### src/rtl/mbx_ombx_rd_ctrl.sv
// rtl/mbx_ombx_rd_ctrl.sv - outbound mailbox read sequencer: SRAM window walk into a one-word RDATA stage.
// Optional limit check on the read pointer: define MBX_RD_RANGE_CHECK_EN.
module mbx_ombx_rd_ctrl #(
  parameter int unsigned AddrWidth = 32,
  parameter int unsigned SizeWidth = 11
) (
  input  logic                 clk_i,
  input  logic                 rst_ni,
  input  logic                 mbx_read_i,
  input  logic                 mbx_clear_i,
  input  logic [AddrWidth-1:0] sram_base_addr_i,
  input  logic [AddrWidth-1:0] sram_limit_addr_i,
  input  logic [SizeWidth-1:0] obj_size_dw_i,
  output logic                 sram_req_o,
  output logic [AddrWidth-1:0] sram_addr_o,
  input  logic                 sram_gnt_i,
  input  logic                 sram_rvalid_i,
  input  logic [31:0]          sram_rdata_i,
  input  logic                 sram_rerror_i,
  output logic [31:0]          sys_rdata_o,
  output logic                 sys_rdata_valid_o,
  input  logic                 sys_pop_i,
  output logic                 sys_read_all_o,
  output logic                 rd_error_o,
  output logic [AddrWidth-1:0] rd_ptr_o
);

  typedef enum logic [2:0] {
    StIdle, StFetch, StWaitRsp, StHold, StDone, StDrain
  } state_e;

  state_e               state_q, state_d;
  logic [AddrWidth-1:0] ptr_q, ptr_d;
  logic [SizeWidth-1:0] rem_q, rem_d;
  logic [31:0]          hold_q, hold_d;
  logic                 valid_q, valid_d;
  logic                 read_all_q, read_all_d;
  logic                 err_q, err_d;
  logic                 abort;
  logic                 range_fail_base;
  logic                 range_fail_ptr;

`ifdef MBX_RD_RANGE_CHECK_EN
  assign range_fail_base = sram_base_addr_i > sram_limit_addr_i;
  assign range_fail_ptr  = ptr_q > sram_limit_addr_i;
`else
  logic unused_limit;
  assign unused_limit    = ^sram_limit_addr_i;
  assign range_fail_base = 1'b0;
  assign range_fail_ptr  = 1'b0;
`endif

  // Read dropping in the middle of an object behaves exactly like a clear.
  assign abort = mbx_clear_i ||
                 (!mbx_read_i && (state_q inside {StFetch, StWaitRsp, StHold}));

  always_comb begin
    state_d    = state_q;
    ptr_d      = ptr_q;
    rem_d      = rem_q;
    hold_d     = hold_q;
    valid_d    = valid_q;
    read_all_d = 1'b0;
    err_d      = 1'b0;
    sram_req_o = 1'b0;

    case (state_q)
      StIdle: begin
        if (!mbx_clear_i && mbx_read_i) begin
          if (obj_size_dw_i == '0) begin
            read_all_d = 1'b1;
            state_d    = StDone;
          end else if (range_fail_base) begin
            err_d = 1'b1;
          end else begin
            ptr_d   = sram_base_addr_i;
            rem_d   = obj_size_dw_i;
            state_d = StFetch;
          end
        end
      end
      StFetch: begin
        if (abort) begin
          state_d = StIdle;
        end else begin
          sram_req_o = 1'b1;
          if (sram_gnt_i) begin
            ptr_d   = ptr_q + AddrWidth'(4);
            state_d = StWaitRsp;
          end
        end
      end
      StWaitRsp: begin
        // A response landing together with the abort needs no draining.
        if (abort) begin
          state_d = sram_rvalid_i ? StIdle : StDrain;
        end else if (sram_rvalid_i) begin
          if (sram_rerror_i) begin
            err_d   = 1'b1;
            state_d = StIdle;
          end else begin
            hold_d  = sram_rdata_i;
            valid_d = 1'b1;
            rem_d   = (rem_q == '0) ? '0 : rem_q - SizeWidth'(1);
            state_d = StHold;
          end
        end
      end
      StHold: begin
        if (abort) begin
          valid_d = 1'b0;
          state_d = StIdle;
        end else if (sys_pop_i && valid_q) begin
          valid_d = 1'b0;
          if (rem_q == '0) begin
            read_all_d = 1'b1;
            state_d    = StDone;
          end else if (range_fail_ptr) begin
            err_d   = 1'b1;
            state_d = StIdle;
          end else begin
            state_d = StFetch;
          end
        end
      end
      StDone: begin
        if (mbx_clear_i || !mbx_read_i) state_d = StIdle;
      end
      StDrain: begin
        if (sram_rvalid_i) state_d = StIdle;
      end
      default: state_d = StIdle;
    endcase

    if (mbx_clear_i) begin
      valid_d    = 1'b0;
      read_all_d = 1'b0;
      err_d      = 1'b0;
    end
  end

  always_ff @(posedge clk_i or negedge rst_ni) begin
    if (!rst_ni) begin
      state_q    <= StIdle;
      ptr_q      <= '0;
      rem_q      <= '0;
      hold_q     <= '0;
      valid_q    <= 1'b0;
      read_all_q <= 1'b0;
      err_q      <= 1'b0;
    end else begin
      state_q    <= state_d;
      ptr_q      <= ptr_d;
      rem_q      <= rem_d;
      hold_q     <= hold_d;
      valid_q    <= valid_d;
      read_all_q <= read_all_d;
      err_q      <= err_d;
    end
  end

  assign sram_addr_o       = sram_req_o ? ptr_q : '0;
  assign sys_rdata_o       = valid_q ? hold_q : 32'h0;
  assign sys_rdata_valid_o = valid_q;
  assign sys_read_all_o    = read_all_q;
  assign rd_error_o        = err_q;
  assign rd_ptr_o          = ptr_q;

endmodule
### config.mk
export PLATFORM = sky130hd
export DESIGN_NAME = mbx_ombx_rd_ctrl
export DESIGN_NICKNAME = d
export VERILOG_FILES = /design/src/rtl/mbx_ombx_rd_ctrl.sv
export SDC_FILE = /design/constraint.sdc
export NUM_CORES = 1
export LEC_CHECK = 0
export CAP_MARGIN = 20
export CELL_PAD_IN_SITES_DETAIL_PLACEMENT = 0
export CELL_PAD_IN_SITES_GLOBAL_PLACEMENT = 1
export CORE_ASPECT_RATIO = 0.8
export CORE_MARGIN = 10
export CORE_UTILIZATION = 28
export DETAILED_ROUTE_END_ITERATION = 10
export GPL_TIMING_DRIVEN = 0
export PLACE_DENSITY = 0.74
export SLEW_MARGIN = 15
export SYNTH_ARGS = -nofsm -noshare
export SYNTH_HDL_FRONTEND = slang
export SYNTH_SLANG_ARGS = --single-unit
### constraint.sdc
create_clock -name clk_i -period 2.1 [get_ports clk_i]
set_clock_uncertainty 0.05 [all_clocks]
set_input_delay 0.315 -clock clk_i [delete_from_list [all_inputs] [get_ports clk_i]]
set_output_delay 0.315 -clock clk_i [all_outputs]
set_load 0.05 [all_outputs]
* Yosys cells after proc, flatten, opt, wreduce, memory -nomap -nowiden
Index checks and enable logic that the tools add are counted.
** Operators by class
- Reductions and logical operators :: 19
- Equal/unequal tests :: 21
- Multiplexer cells :: 49
- Add/sub/neg operators :: 2
- Bitwise operators :: 2
** Operator list (number)
- 2-to-1 mux 32 bit :: 6
- 2-to-1 mux 11 bit :: 6
- one-hot mux 32 bit (2 select lines) :: 1
- 2-to-1 mux 3 bit :: 12
- adder 32 x 3 -> 32 bit, second input constant :: 1
- zero test 11 bit :: 2
- one-hot mux 11 bit (2 select lines) :: 1
- 2-to-1 mux 1 bit :: 19
- != test 2 bit, second input constant :: 9
- one-hot mux 3 bit (6 select lines) :: 1
- != test 3 bit, second input constant :: 5
- AND reduction 6 bit :: 2
- subtractor 11 x 1 -> 11 bit, second input constant :: 1
- AND reduction 5 bit :: 2
- == test 3 x 2 -> 1 bit, second input constant :: 2
- == test 3 bit, second input constant :: 2
- nonzero test 3 bit :: 2
- != test 4 x 3 -> 1 bit, second input constant :: 1
- one-hot mux 1 bit (2 select lines) :: 2
- AND reduction 4 bit :: 1
- nonzero test 2 bit :: 2
- == test 3 x 1 -> 1 bit, second input constant :: 1
- logical AND 1 bit :: 3
- zero test 3 bit :: 1
- other kinds (5) :: 8
** Storage, ports and cells
- Register bits :: 81

* Depth between registers and ports, before layout
- Depth after elaboration :: 7
- Gate-level depth with buffers :: 8

* Least setup slack after synthesis
OpenSTA, ideal clock, no wires.
- Path type :: reg-to-output
- Start :: register state_q[2]
- End :: output port sram_addr_o[22]
- Slack :: -447 ps
- Buffers on the path :: 2
- Required time :: 1735 ps
- Stages on the path, launching flop included :: 6
- Arrival time :: 2182 ps
- Cells stage by stage :: dfrtp_1 > or3b_1 > clkbuf_1 > nor2_1 > clkbuf_1 > and2_1
** Between the ends
- Longest elaborated chain between the ends :: 7
** RTL lines
- start: declaration :: line 32 : state_e state_q, state_d;
- start signal: assignment :: line 144 : state_q <= StIdle;
- start signal: assignment :: line 152 : state_q <= state_d;
- == test 3 x 1 -> 1 bit or == test 3 x 2 -> 1 bit (tied branches) :: line 55, 67
- nonzero test 3 bit :: line 55 : (!mbx_read_i && (state_q inside {StFetch, StWaitRsp, StHold}));
- logical AND 1 bit :: line 55
- logical OR 1 bit :: line 54 : assign abort = mbx_clear_i ||
- 2-to-1 mux 1 bit :: line 83 : if (abort) begin
- 2-to-1 mux 1 bit (*) :: line 67 : case (state_q)
- via sram_req_o :: line 14 : output logic sram_req_o,
- 2-to-1 mux 32 bit (*) :: line 162 : assign sram_addr_o = sram_req_o ? ptr_q : '0;
- end: declaration :: line 15 : output logic [AddrWidth-1:0] sram_addr_o,
Mark *: on every way through the listed nets, which the timed path passes. The rest lies on a longest branch.

* Worst setup path after layout
- Start :: register state_q[1]
- End :: output port sram_addr_o[13]
** Between the ends
- Longest elaborated chain between the ends :: 7
** RTL lines (line)
- == test 3 x 1 -> 1 bit or == test 3 x 2 -> 1 bit (tied branches) :: 55, 67
- nonzero test 3 bit :: 55
- logical AND 1 bit :: 55
- logical OR 1 bit :: 54
- 2-to-1 mux 1 bit :: 83
- 2-to-1 mux 1 bit (*) :: 67
- 2-to-1 mux 32 bit (*) :: 162
Mark *: on every way between the ends. The rest lies on a longest branch, timed or not.

==> impl_summary.md <==
Layout
The core occupancy in the finished layout is 48.5%. For this run, the post-layout net count is 884. The area growth from synthesis to final layout is 71.2%. The post-route netlist has 36.8% of its cells at a drive strength greater than 1.

Power
Dividing total power by cell area gives a power density of 1360 nW/µm². The leakage component of the power is 3.50 nW. VDD sags by at most 658 µV.

Timing
The count of endpoints failing hold in the final timing report is 0. The highest clock frequency the design can meet is 443 MHz. The slack of the critical path is -158 ps.

After layout, the minimum clock period comes to 2260 ps. Setup repair after global routing could not meet its margin everywhere. Setup violations remaining at the end of the flow were counted as 34.

The sum of negative setup slack is -4620 ps. The headroom to the max-slew limit is 61.4%. Of the available clock period, the critical path in the final layout requires 108%. The number of slew-limit violations in the final report is 0. For the pin with the worst max-slew slack, the measured transition is 577 ps.

Outcome
The flow ran to the end, but the final reports show violations. The checks that failed: negative setup slack.

Worst setup path
The path type of the worst setup path is register to output port. STA puts the critical path data required time at 1740 ps. Measured in cells, the most critical reg-to-reg path has a length of 8. Of all nets on the critical path, the largest fanout is 5. The kind of end point of the critical path is an output port.

The type of origin of the critical path is a register. Data on the critical path arrives at its endpoint at 1890 ps. Across all register-to-register paths, the minimum setup slack is -20 ps.

The endpoint identified for the worst register-to-register timing path is rem_q[4]$_DFFE_PN0P_. The launching point of the worst reg2reg path is rem_q[0]$_DFFE_PN0P_. The slowest stage of the critical path is the sky130_fd_sc_hd__dfrtp_2 cell. Traced cell by cell, the critical path runs through or3b_4 > nor2_4 > buf_6 > clkbuf_16 > and2_4 > buf_8. The worst stage delay on the critical path is 430 ps.

Detailed routing
After the first detailed-routing iteration, the DRC count stood at 308. The final route contains 5,288 vias. The top layer used by detailed routing is met4.

Dividing the detail-routed wire length by the instance count gives 20.6 µm. The post-route DRC violation count is 0. The per-cell via count in the routed design is 5.30.

The detailed route wirelength on metal2 is 9970 µm. Before antenna repair, the detailed router went through 5 iterations. Once detail routing completed, the nets flagged for antenna violations numbered 0. After detailed routing, the met3 layer carries 1420 µm of wire.

In the final routing, the length of wire on met1 measures 8870 µm. Summed over all layers, the routed wires come to 20,600 µm.

Synthesis
The average footprint of a synthesized cell is 9.16 µm². Of all flip-flops after synthesis, the portion carrying an async set or reset was 100%. After synthesis the netlist holds a flip-flop and latch count of 81.

The register area share after synthesis is 41.5%. The number of flops mapped to enable cells by yosys is 0. The netlist uses 65 different library cells. The cell count after synthesis is 533. Summing every instance area after synthesis gives 4880 µm². The post-synthesis net count is 651. The number of warnings printed during yosys synthesis is 0.

The dominant register cell in the synthesized netlist is sky130_fd_sc_hd__dfrtp_1.

GRT
Across every metal layer, demand over resource in global routing totals 16.6%. The largest net degree at the start of global routing is 58. The via count of the first global-routing pass is 5,235.

The number of antenna violations at the first check in global routing is 1. The wire length of the first global-routing pass is 31,100 µm. Summed over all layers, the global routing overflow is 0.

Clocking
TritonCTS built the clock tree. The clock input transition at the sequential cells of the worst setup and hold paths is 70 ps. The clock root buffer is sky130_fd_sc_hd__clkbuf_16. Counting along the longest clock path gives a buffer depth of 2.

The clock latency at the later pin of the worst-skew pair is 350 ps. The total clock sinks is 81. The clock tree synthesis step divided the H-tree into 3 levels. Clock tree synthesis inserted a total of 9 buffers.

Placement
Before CTS, the worst setup slack after placement is -1580 ps. The routability congestion estimate from global placement is 0.840. Port buffering added 182 buffers. The HPWL after detailed placement is 14,800 µm.

Floorplan
The floorplan step set the die width to 168 µm. Row generation in the floorplan step produced 43 rows. The top-level I/O count is 215. The starting utilization of the core area is 28.4%. The floorplan die area is 23,100 µm².

In this run the vertical extent of the chip is 138 µm. The standard cell core area is 17,200 µm².

Worst hold path
The tightest min-delay check is of the input port to asynchronous set/reset pin type.

Flow run
The max capacitance violation total is 0.
-- power breakdown --
part	internal (W)	leakage [nW]	total [W]	switching [W]
registers	0.00220	0.997	0.00296	0.000759
clock network	0.00107	0.163	0.00181	0.000746
logic	0.00261	2.34	0.00663	0.00402
total	0.00588	3.50	0.0114	0.00552
-- routing by layer --
metal / vias up / global-route usage (%)
met3: 23 / 4.08
li1: 2428 / -
met1: 2626 / 21.4
met5: - / 0
met4: 0 / 5.44
met2: 211 / 26.6
-- stage by stage --
stage | hold WS, ps | power (W) | instance area, µm² | std cells
3_5_place_dp | 213 | 0.00854 | 7040 | 941
4_1_cts | 377 | 0.0110 | 7890 | 973
2_1_floorplan | -30.6 | 0.00647 | 4910 | 533
5_1_grt | 429 | 0.0120 | 8350 | 996
6_report | 394 | 0.0114 | 8350 | 997
3_3_place_gp | 431 | 0.00840 | 7020 | 940
-- how the worst max path moves through the flow --
stage                                 startpoint  cells after the start                       end
final                     state_q[1]$_DFFE_PN0P_                      6           sram_addr_o[13]
after detailed placement              mbx_read_i                      6            sram_addr_o[4]
after CTS                 state_q[1]$_DFFE_PN0P_                      6            sram_addr_o[9]
after floorplan           state_q[2]$_DFFE_PN0P_                      5           sram_addr_o[22]
after global routing      state_q[1]$_DFFE_PN0P_                      6           sram_addr_o[25]
after global placement                    rst_ni                      1  rd_ptr_o[14]$_DFFE_PN0P_
-- logic make-up after synthesis --
logic type	synth area share, %
muxes	8.25
adders and majority gates	0.769
and+or+nand+nor	26.1
DFF	41.5
buffers and inverters	3.87
AOI/OAI and AO/OA	19.4
-- cells in the mapped netlist, types with 6 or more instances --
library cell | number | area, µm²
sky130_fd_sc_hd__a21oi_1 | 43 | 215
sky130_fd_sc_hd__a2bb2oi_1 | 11 | 96.3
sky130_fd_sc_hd__nor3_1 | 14 | 70.1
sky130_fd_sc_hd__clkbuf_1 | 26 | 97.6
sky130_fd_sc_hd__and3_1 | 8 | 50.1
sky130_fd_sc_hd__nand2_1 | 31 | 116
sky130_fd_sc_hd__buf_2 | 10 | 50.1
sky130_fd_sc_hd__and2_1 | 63 | 394
sky130_fd_sc_hd__o21ai_0 | 25 | 125
sky130_fd_sc_hd__o21ai_1 | 7 | 35.0
sky130_fd_sc_hd__dfrtp_1 | 81 | 2030
sky130_fd_sc_hd__nand4_1 | 6 | 37.5
sky130_fd_sc_hd__o22ai_1 | 12 | 75.1
sky130_fd_sc_hd__inv_1 | 11 | 41.3
sky130_fd_sc_hd__nor2_1 | 40 | 150
sky130_fd_sc_hd__nand3_1 | 16 | 80.1
sky130_fd_sc_hd__nor4_1 | 8 | 50.1
sky130_fd_sc_hd__mux2_2 | 34 | 383
-- state kept, by name, indices dropped and copies added (netlist names) --
signal             count
rem_q                 11
hold_q                32
rd_ptr_o              32
state_q                3
sys_read_all_o         1
rd_error_o             1
sys_rdata_valid_o      1
-- timing repair --
action / 4_1_cts / 5_1_grt
pin swaps: 7 / 22
resized for setup: 410 / 84
endpoints found under the setup margin: 140 / 120
endpoints found under the hold margin: 24 / 0
hold buffers: 1 / 0
setup buffers: 13 / 21
cloned: 3 / 4
-- layout by cell type, fill, tap and decap left out, types with 18 or more instances in the layout --
master,instances
sky130_fd_sc_hd__nand2_1,30
sky130_fd_sc_hd__mux2_2,34
sky130_fd_sc_hd__clkdlybuf4s50_1,110
sky130_fd_sc_hd__buf_6,25
sky130_fd_sc_hd__dfrtp_1,67
sky130_fd_sc_hd__and2_1,42
sky130_fd_sc_hd__o21ai_0,18
sky130_fd_sc_hd__clkdlybuf4s15_2,30
sky130_fd_sc_hd__nor2_1,31
sky130_fd_sc_hd__buf_8,18
sky130_fd_sc_hd__buf_4,33
sky130_fd_sc_hd__a21oi_1,40
-- critical path, delay by kind of cell (launching register included) --
| family | cells | cell delay, ps |
|---|---|---|
| buffers and inverters | 3 | 430 |
| DFF | 1 | 430 |
| and+or+nand+nor | 3 | 660 |
-- area by class of cell --
type                       count  area (µm²)
clock buffer                   9         225
clock inverter                 7         106
sequential                    81        2040
fill                        1607        8860
multi-input combinational    405        2980
timing repair buffer         225        2420
inverter                      11        41.3
tap                          225         282
antenna                        1        2.50
buffer                        33         255
Power figures use the tool's default switching activity.
